$ cat src/rtl/ttt_pkg.sv
// -----------------------------------------------------------------------------
// ttt_pkg
// Types and constants shared between the TTT processor core and the token
// router: connectivity entry encoding, token start/stop event codes and the
// router FSM state encoding.
// -----------------------------------------------------------------------------
package ttt_pkg;

  typedef enum logic [1:0] {
    CONN_NONE = 2'b00,
    CONN_GOOD = 2'b01,
    CONN_BAD  = 2'b10
  } conn_kind_e;

  localparam logic [1:0] TOKEN_START = 2'b10;
  localparam logic [1:0] TOKEN_STOP  = 2'b01;

  typedef enum logic {
    ROUTER_IDLE,
    ROUTER_FANOUT
  } router_state_e;

endpackage

$ cat src/rtl/tt_um_jleugeri_ttt_sat_accumulator.sv
// -----------------------------------------------------------------------------
// tt_um_jleugeri_ttt_sat_accumulator
// One signed saturating delta register.
//   clock_fast  in   clock, rising edge
//   reset_n     in   asynchronous active-low reset (value -> 0)
//   inc / dec   in   step the value by +1 / -1 (both together: no step)
//   clear       in   start from 0 this edge; a simultaneous step is applied
//                    on top of the cleared value so it is never lost
//   value       out  current signed value
//   clamp       out  combinational pulse: the requested step hit a limit
// -----------------------------------------------------------------------------
module tt_um_jleugeri_ttt_sat_accumulator #(
  parameter int WIDTH = 4
) (
  input  logic                    clock_fast,
  input  logic                    reset_n,
  input  logic                    inc,
  input  logic                    dec,
  input  logic                    clear,
  output logic signed [WIDTH-1:0] value,
  output logic                    clamp
);

  localparam logic signed [WIDTH-1:0] MAX_VAL = {1'b0, {(WIDTH-1){1'b1}}};
  localparam logic signed [WIDTH-1:0] MIN_VAL = {1'b1, {(WIDTH-1){1'b0}}};
  localparam logic signed [WIDTH-1:0] ONE     = WIDTH'(1);

  function automatic logic signed [WIDTH-1:0] sat_step(
    input logic signed [WIDTH-1:0] b,
    input logic                    up
  );
    if (up) return (b == MAX_VAL) ? b : b + ONE;
    else    return (b == MIN_VAL) ? b : b - ONE;
  endfunction

  logic signed [WIDTH-1:0] base;
  logic signed [WIDTH-1:0] value_next;

  always_comb begin
    base       = clear ? '0 : value;
    value_next = base;
    clamp      = 1'b0;
    if (inc && !dec) begin
      value_next = sat_step(base, 1'b1);
      clamp      = (base == MAX_VAL);
    end else if (dec && !inc) begin
      value_next = sat_step(base, 1'b0);
      clamp      = (base == MIN_VAL);
    end
  end

  always_ff @(posedge clock_fast or negedge reset_n) begin
    if (!reset_n) value <= '0;
    else          value <= value_next;
  end

endmodule

$ cat src/rtl/tt_um_jleugeri_ttt_token_router.sv
// -----------------------------------------------------------------------------
// tt_um_jleugeri_ttt_token_router
// Fans each token start/stop event from the processor core out over a
// programmable connectivity matrix, one target per cycle, and keeps signed
// saturating good/bad token deltas per target for the core to fetch & clear.
//   clock_fast, reset_n             clock / async active-low reset
//   event_valid/ready/source/startstop   token event handshake (ready == IDLE)
//   prog_enable/source/target/kind  write one connectivity entry
//   read_enable/read_target         present (and optionally clear) deltas
//   new_good_tokens/new_bad_tokens  deltas of read_target (combinational)
//   busy                            fan-out in progress
//   saturated                       sticky: some accumulator clamped
// -----------------------------------------------------------------------------
module tt_um_jleugeri_ttt_token_router
  import ttt_pkg::*;
#(
  parameter  int NEW_TOKENS_BITS = 4,
  parameter  int NUM_PROCESSORS  = 10,
  localparam int PID_BITS        = $clog2(NUM_PROCESSORS)
) (
  input  logic                              clock_fast,
  input  logic                              reset_n,
  input  logic                              event_valid,
  output logic                              event_ready,
  input  logic [PID_BITS-1:0]               event_source,
  input  logic [1:0]                        event_startstop,
  input  logic                              prog_enable,
  input  logic [PID_BITS-1:0]               prog_source,
  input  logic [PID_BITS-1:0]               prog_target,
  input  logic [1:0]                        prog_kind,
  input  logic                              read_enable,
  input  logic [PID_BITS-1:0]               read_target,
  output logic signed [NEW_TOKENS_BITS-1:0] new_good_tokens,
  output logic signed [NEW_TOKENS_BITS-1:0] new_bad_tokens,
  output logic                              busy,
  output logic                              saturated
);

  localparam logic [PID_BITS:0]   NUM_P    = (PID_BITS+1)'(NUM_PROCESSORS);
  localparam logic [PID_BITS-1:0] LAST_TGT = PID_BITS'(NUM_PROCESSORS - 1);

  function automatic logic in_range(input logic [PID_BITS-1:0] id);
    return {1'b0, id} < NUM_P;
  endfunction

  router_state_e       state_q, state_next;
  logic [PID_BITS-1:0] src_q, tgt_q;
  logic                neg_q;
  logic                start_fanout;
  conn_kind_e          conn [NUM_PROCESSORS][NUM_PROCESSORS];
  conn_kind_e          cur_kind;
  conn_kind_e          prog_kind_dec;

  logic signed [NEW_TOKENS_BITS-1:0] good_val [NUM_PROCESSORS];
  logic signed [NEW_TOKENS_BITS-1:0] bad_val  [NUM_PROCESSORS];
  logic [NUM_PROCESSORS-1:0]         clamp_good, clamp_bad;

  // FSM next state; no-op codes and out-of-range sources are accepted in IDLE
  // but never start a fan-out.
  always_comb begin
    state_next   = state_q;
    start_fanout = 1'b0;
    case (state_q)
      ROUTER_IDLE: begin
        if (event_valid && in_range(event_source) &&
            (event_startstop == TOKEN_START || event_startstop == TOKEN_STOP)) begin
          start_fanout = 1'b1;
          state_next   = ROUTER_FANOUT;
        end
      end
      ROUTER_FANOUT: begin
        if (tgt_q == LAST_TGT) state_next = ROUTER_IDLE;
      end
      default: state_next = ROUTER_IDLE;
    endcase
  end

  assign event_ready = (state_q == ROUTER_IDLE);
  assign busy        = !event_ready;

  always_ff @(posedge clock_fast or negedge reset_n) begin
    if (!reset_n) begin
      state_q <= ROUTER_IDLE;
      src_q   <= '0;
      tgt_q   <= '0;
      neg_q   <= 1'b0;
    end else begin
      state_q <= state_next;
      if (start_fanout) begin
        src_q <= event_source;
        neg_q <= (event_startstop == TOKEN_STOP);
        tgt_q <= '0;
      end else if (state_q == ROUTER_FANOUT && tgt_q != LAST_TGT) begin
        tgt_q <= tgt_q + PID_BITS'(1);
      end
    end
  end

  // Code 2'b11 is stored as NONE so the matrix only ever holds enum values.
  always_comb begin
    case (prog_kind)
      2'b01:   prog_kind_dec = CONN_GOOD;
      2'b10:   prog_kind_dec = CONN_BAD;
      default: prog_kind_dec = CONN_NONE;
    endcase
  end

  // Nonblocking write: a fan-out reading the same entry this cycle sees the
  // old value.
  always_ff @(posedge clock_fast or negedge reset_n) begin
    if (!reset_n) begin
      for (int i = 0; i < NUM_PROCESSORS; i++)
        for (int j = 0; j < NUM_PROCESSORS; j++)
          conn[i][j] <= CONN_NONE;
    end else if (prog_enable && in_range(prog_source) && in_range(prog_target)) begin
      conn[prog_source][prog_target] <= prog_kind_dec;
    end
  end

  assign cur_kind = conn[src_q][tgt_q];

  for (genvar t = 0; t < NUM_PROCESSORS; t++) begin : g_acc
    logic hit, clr;
    assign hit = (state_q == ROUTER_FANOUT) && (tgt_q == PID_BITS'(t));
    assign clr = read_enable && in_range(read_target) && (read_target == PID_BITS'(t));

    tt_um_jleugeri_ttt_sat_accumulator #(.WIDTH(NEW_TOKENS_BITS)) u_good (
      .clock_fast (clock_fast),
      .reset_n    (reset_n),
      .inc        (hit && cur_kind == CONN_GOOD && !neg_q),
      .dec        (hit && cur_kind == CONN_GOOD &&  neg_q),
      .clear      (clr),
      .value      (good_val[t]),
      .clamp      (clamp_good[t])
    );

    tt_um_jleugeri_ttt_sat_accumulator #(.WIDTH(NEW_TOKENS_BITS)) u_bad (
      .clock_fast (clock_fast),
      .reset_n    (reset_n),
      .inc        (hit && cur_kind == CONN_BAD && !neg_q),
      .dec        (hit && cur_kind == CONN_BAD &&  neg_q),
      .clear      (clr),
      .value      (bad_val[t]),
      .clamp      (clamp_bad[t])
    );
  end

  always_ff @(posedge clock_fast or negedge reset_n) begin
    if (!reset_n)                     saturated <= 1'b0;
    else if (|{clamp_good, clamp_bad}) saturated <= 1'b1;
  end

  always_comb begin
    new_good_tokens = '0;
    new_bad_tokens  = '0;
    if (in_range(read_target)) begin
      new_good_tokens = good_val[read_target];
      new_bad_tokens  = bad_val[read_target];
    end
  end

endmodule

$ cat config.mk
export PLATFORM = sky130hd
export DESIGN_NAME = tt_um_jleugeri_ttt_token_router
export DESIGN_NICKNAME = d
export VERILOG_FILES = /design/src/rtl/ttt_pkg.sv /design/src/rtl/tt_um_jleugeri_ttt_sat_accumulator.sv /design/src/rtl/tt_um_jleugeri_ttt_token_router.sv
export SDC_FILE = /design/constraint.sdc
export NUM_CORES = 1
export LEC_CHECK = 0
export CAP_MARGIN = 20
export CORE_MARGIN = 2
export CORE_UTILIZATION = 65
export CTS_CLUSTER_DIAMETER = 80
export DETAILED_ROUTE_END_ITERATION = 16
export GPL_ROUTABILITY_DRIVEN = 0
export GPL_TIMING_DRIVEN = 1
export PLACE_DENSITY_LB_ADDON = 0.12
export SETUP_SLACK_MARGIN = 0.2
export SLEW_MARGIN = 20
export SYNTH_ARGS = -nofsm -noshare
export SYNTH_HDL_FRONTEND = slang
export SYNTH_SLANG_ARGS = --single-unit
$ cat constraint.sdc
create_clock -name clock_fast -period 13.08 [get_ports clock_fast]
set_input_delay 3.924 -clock clock_fast [delete_from_list [all_inputs] [get_ports clock_fast]]
set_output_delay 3.924 -clock clock_fast [all_outputs]
set_load 0.05 [all_outputs]
==> flow_summary.yaml <==
place:
  pre_cts_ws_ns: 2.46
  dpl.cell_count: 2279
  port_buffers: 35
  hpwl_um: 36800
synthesis:
  synth-compound-area-share: 0.137
  synth.most_common_cell: "dfrtp_1"
  syn-instance-count: 1968
  avgSynthCellArea_sq_um: 9.50
  synth_top_area_frac: 0.389
  synth_nets: 2038
  synth_cell_types: 71
  synthTopCellsByArea: "dfrtp_1, mux2_2, mux4_2, nand2_1, nor2_1"
  synth_top_family_by_area: "multiplexers"
  yosys.area_share.xor_xnor: 0.00468
  synth-simple-area-share: 0.184
  synth_flop_cell: "dfrtp_1"
  synth_area_leader_cell: "dfrtp_1"
  synth_edf_count: 0
  yosys-top-cells-count: "dfrtp_1, nand2_1, mux2_2"
  synth-async-reset-ratio: 1.00
  synthAdderAreaFrac: 0.0301
  ys_seq_area_frac: 0.389
  synthMuxAreaShare: 0.214
  synth_seq_cells: 291
  syn_area_sq_um: 18700
  ys_warn_count: 0
drt:
  first_pass_iters: 7
  wirelength_um: 53600
  vias: 16200
  drc: 0
  post_drt_wl_per_cell_um: 22.9
  via_per_inst: 6.91
  drtIter0Drc: 1690
  antenna_left: 0
power_and_ir_drop:
  finalPower_mw: 3.65
  irDropWorstVdd_mv: 0.104
  power_leakage_nw: 9.07
  power.density_nw_per_um2: 179
die:
  fp.dieW_um: 174
  core_area_sq_um: 28500
  die-area_sq_um: 30200
  initial_core_util: 0.655
  die_h_um: 174
  rows: 62
  num_io_pins: 36
grt:
  grt_max_degree: 141
  grt_use_met2: 0.567
  met1_usage: 0.456
  grt_pass1_wl_um: 85700
  track_usage: 0.356
  grt_overflow: 0
  use_met3: 0.0594
  antenna_found_initial: 0
  gr-max-usage-layer: "met2"
  first_global_vias: 15800
timing:
  fin_crit_sh: 0.813
  timing.fmax_mhz: 94.0
  final.min_clock_period_ns: 10.64
  rsz0062_at_grt: "false"
  layout_setup_ws_ns: 2.44
  slew_viol_final: 0
  finalSetupViolCount: 0
  hold_viol: 0
  relSlewSlack: 0.236
  finClkSkew_ns: 0.0246
  tns_ns: 0
  worst_pin_slew_ns: 1.14
clock_tree:
  post_cts_buffers: 0
  cts_tree: "done"
  clk_latency_ns: 0.54
  cts_buffers: 34
  cts_resized: 0
  clk_pin_slew_ns: 0.06
  holdBufCountCts: 0
  clock_path_buffers: 3
  cts_sinks: 291
  h-tree-depth: 2
  cts_root_buf: "clkbuf_16"
outcome:
  status: "complete, no violations"
cells_and_area:
  nFillCells: 2186
  nNetsFinal: 2001
  drive_above_1_share: 0.186
  syn2layout_area_growth_pct: 8.65
  insertedDiodeCount: 0
  stdcell_count: 2338
  fin_util: 0.712
worst_setup_path:
  endpoint: "new_bad_tokens[3]"
  crit_path_end_kind: "primary output"
  cp_max_fo: 22
  r2r_slack_ns: 8.17
  worstSetupPathType: "primary input to primary output"
  crit_start: "read_target[1]"
  reg2reg_from: "src_q[0]$_DFFE_PN0P_"
  reg2reg_depth: 10
  cp-start-kind: "primary input"
  r2r_end: "g_acc[3].u_good.value[1]$_DFF_PN0_"
  arrival_ns: 6.72
  required_ns: 9.16
run:
  drv_cap: 0
worst_hold_path:
  hp-class: "flip-flop to flip-flop"
==> layout make-up <==
cell class	instances	area [sq um]	share of cell area
multi-input cells	1484	10700	0.525
flip-flops and latches	291	7290	0.359
clock inverters	11	149	0.00733
clock buffers	48	963	0.0474
well taps	384	480	0.0236
inverters	64	240	0.0118
repair buffers	56	523	0.0257
==> critical path, stage by stage <==
cell	delay (ns)
clkdlybuf4s50_1	0.89
nor2_1	0.64
a22oi_1	0.13
o21ai_0	0.25
clkdlybuf4s50_1	0.86
==> sequential cells by signal, summed over array words and instances (netlist names) <==
signal and flops:
busy 1, src_q 4, conn 200, g_acc.u_good.value 40, saturated 1, neg_q 1
tgt_q 4, g_acc.u_bad.value 40
==> metrics by stage <==
step | cell area, sq um | hold slack [ns]
after floorplan | 18700 | 0.474
after CTS | 20300 | 0.504
final | 20300 | 0.502
after detailed placement | 19200 | 0.491
after global routing | 20300 | 0.512
after global placement | 19200 | 0.484
==> cells by family (layout without fill, tap and decap cells) <==
logic type / Yosys count / in the layout
fa+ha+maj: 45 / 45
compound gates: 394 / 394
simple gates: 723 / 723
mux: 312 / 312
flops: 291 / 291
xor+xnor: 10 / 10
buf+inv: 193 / 179
==> placed cells by master, fill, tap and decap left out, types with 14 or more instances in the layout <==
master,synthesis,final
nand3_1,79,79
nor2b_1,26,24
nor2_1,151,151
nand3b_1,23,23
ha_1,45,45
clkdlybuf4s50_1,0,34
clkbuf_16,0,34
o31ai_1,14,14
mux2_2,217,217
a21o_1,17,17
a21oi_1,92,92
a31oi_1,22,22
dfrtp_1,291,288
inv_1,61,61
nand4b_1,14,14
a22oi_1,26,26
o211ai_1,16,16
nand4_1,14,14
mux4_2,49,49
nand2b_1,17,17
nand2_1,244,244
o22ai_1,23,23
buf_4,5,19
nor3_1,84,84
mux2i_1,46,46
o21ai_0,93,93
==> worst min path at each step <==
stage / from / to / slack, ns / depth (start not counted)
6_report: conn[16]$_DFFE_PN0P_ / conn[16]$_DFFE_PN0P_ / 0.50 / 1
2_1_floorplan: conn[154]$_DFFE_PN0P_ / conn[154]$_DFFE_PN0P_ / 0.47 / 1
5_1_grt: conn[80]$_DFFE_PN0P_ / conn[80]$_DFFE_PN0P_ / 0.51 / 1
3_5_place_dp: conn[139]$_DFFE_PN0P_ / conn[139]$_DFFE_PN0P_ / 0.49 / 1
3_3_place_gp: conn[135]$_DFFE_PN0P_ / conn[135]$_DFFE_PN0P_ / 0.48 / 1
4_1_cts: conn[139]$_DFFE_PN0P_ / conn[139]$_DFFE_PN0P_ / 0.50 / 1
==> report_power, final <==
group          leakage (nW)  switching, mW  internal [mW]
Clock                 0.549          0.397          0.559
Sequential             3.97          0.247           1.01
Combinational          4.56          0.919          0.516
Total                  9.07           1.56           2.08
==> per-layer routing <==
metal  vias up  share of wire
met4         0          0.067
met1      7931           0.39
met3       228          0.085
met2       849           0.46
met5         -              0
li1       7147              -
Note: power is estimated with default switching activity, not from simulation.
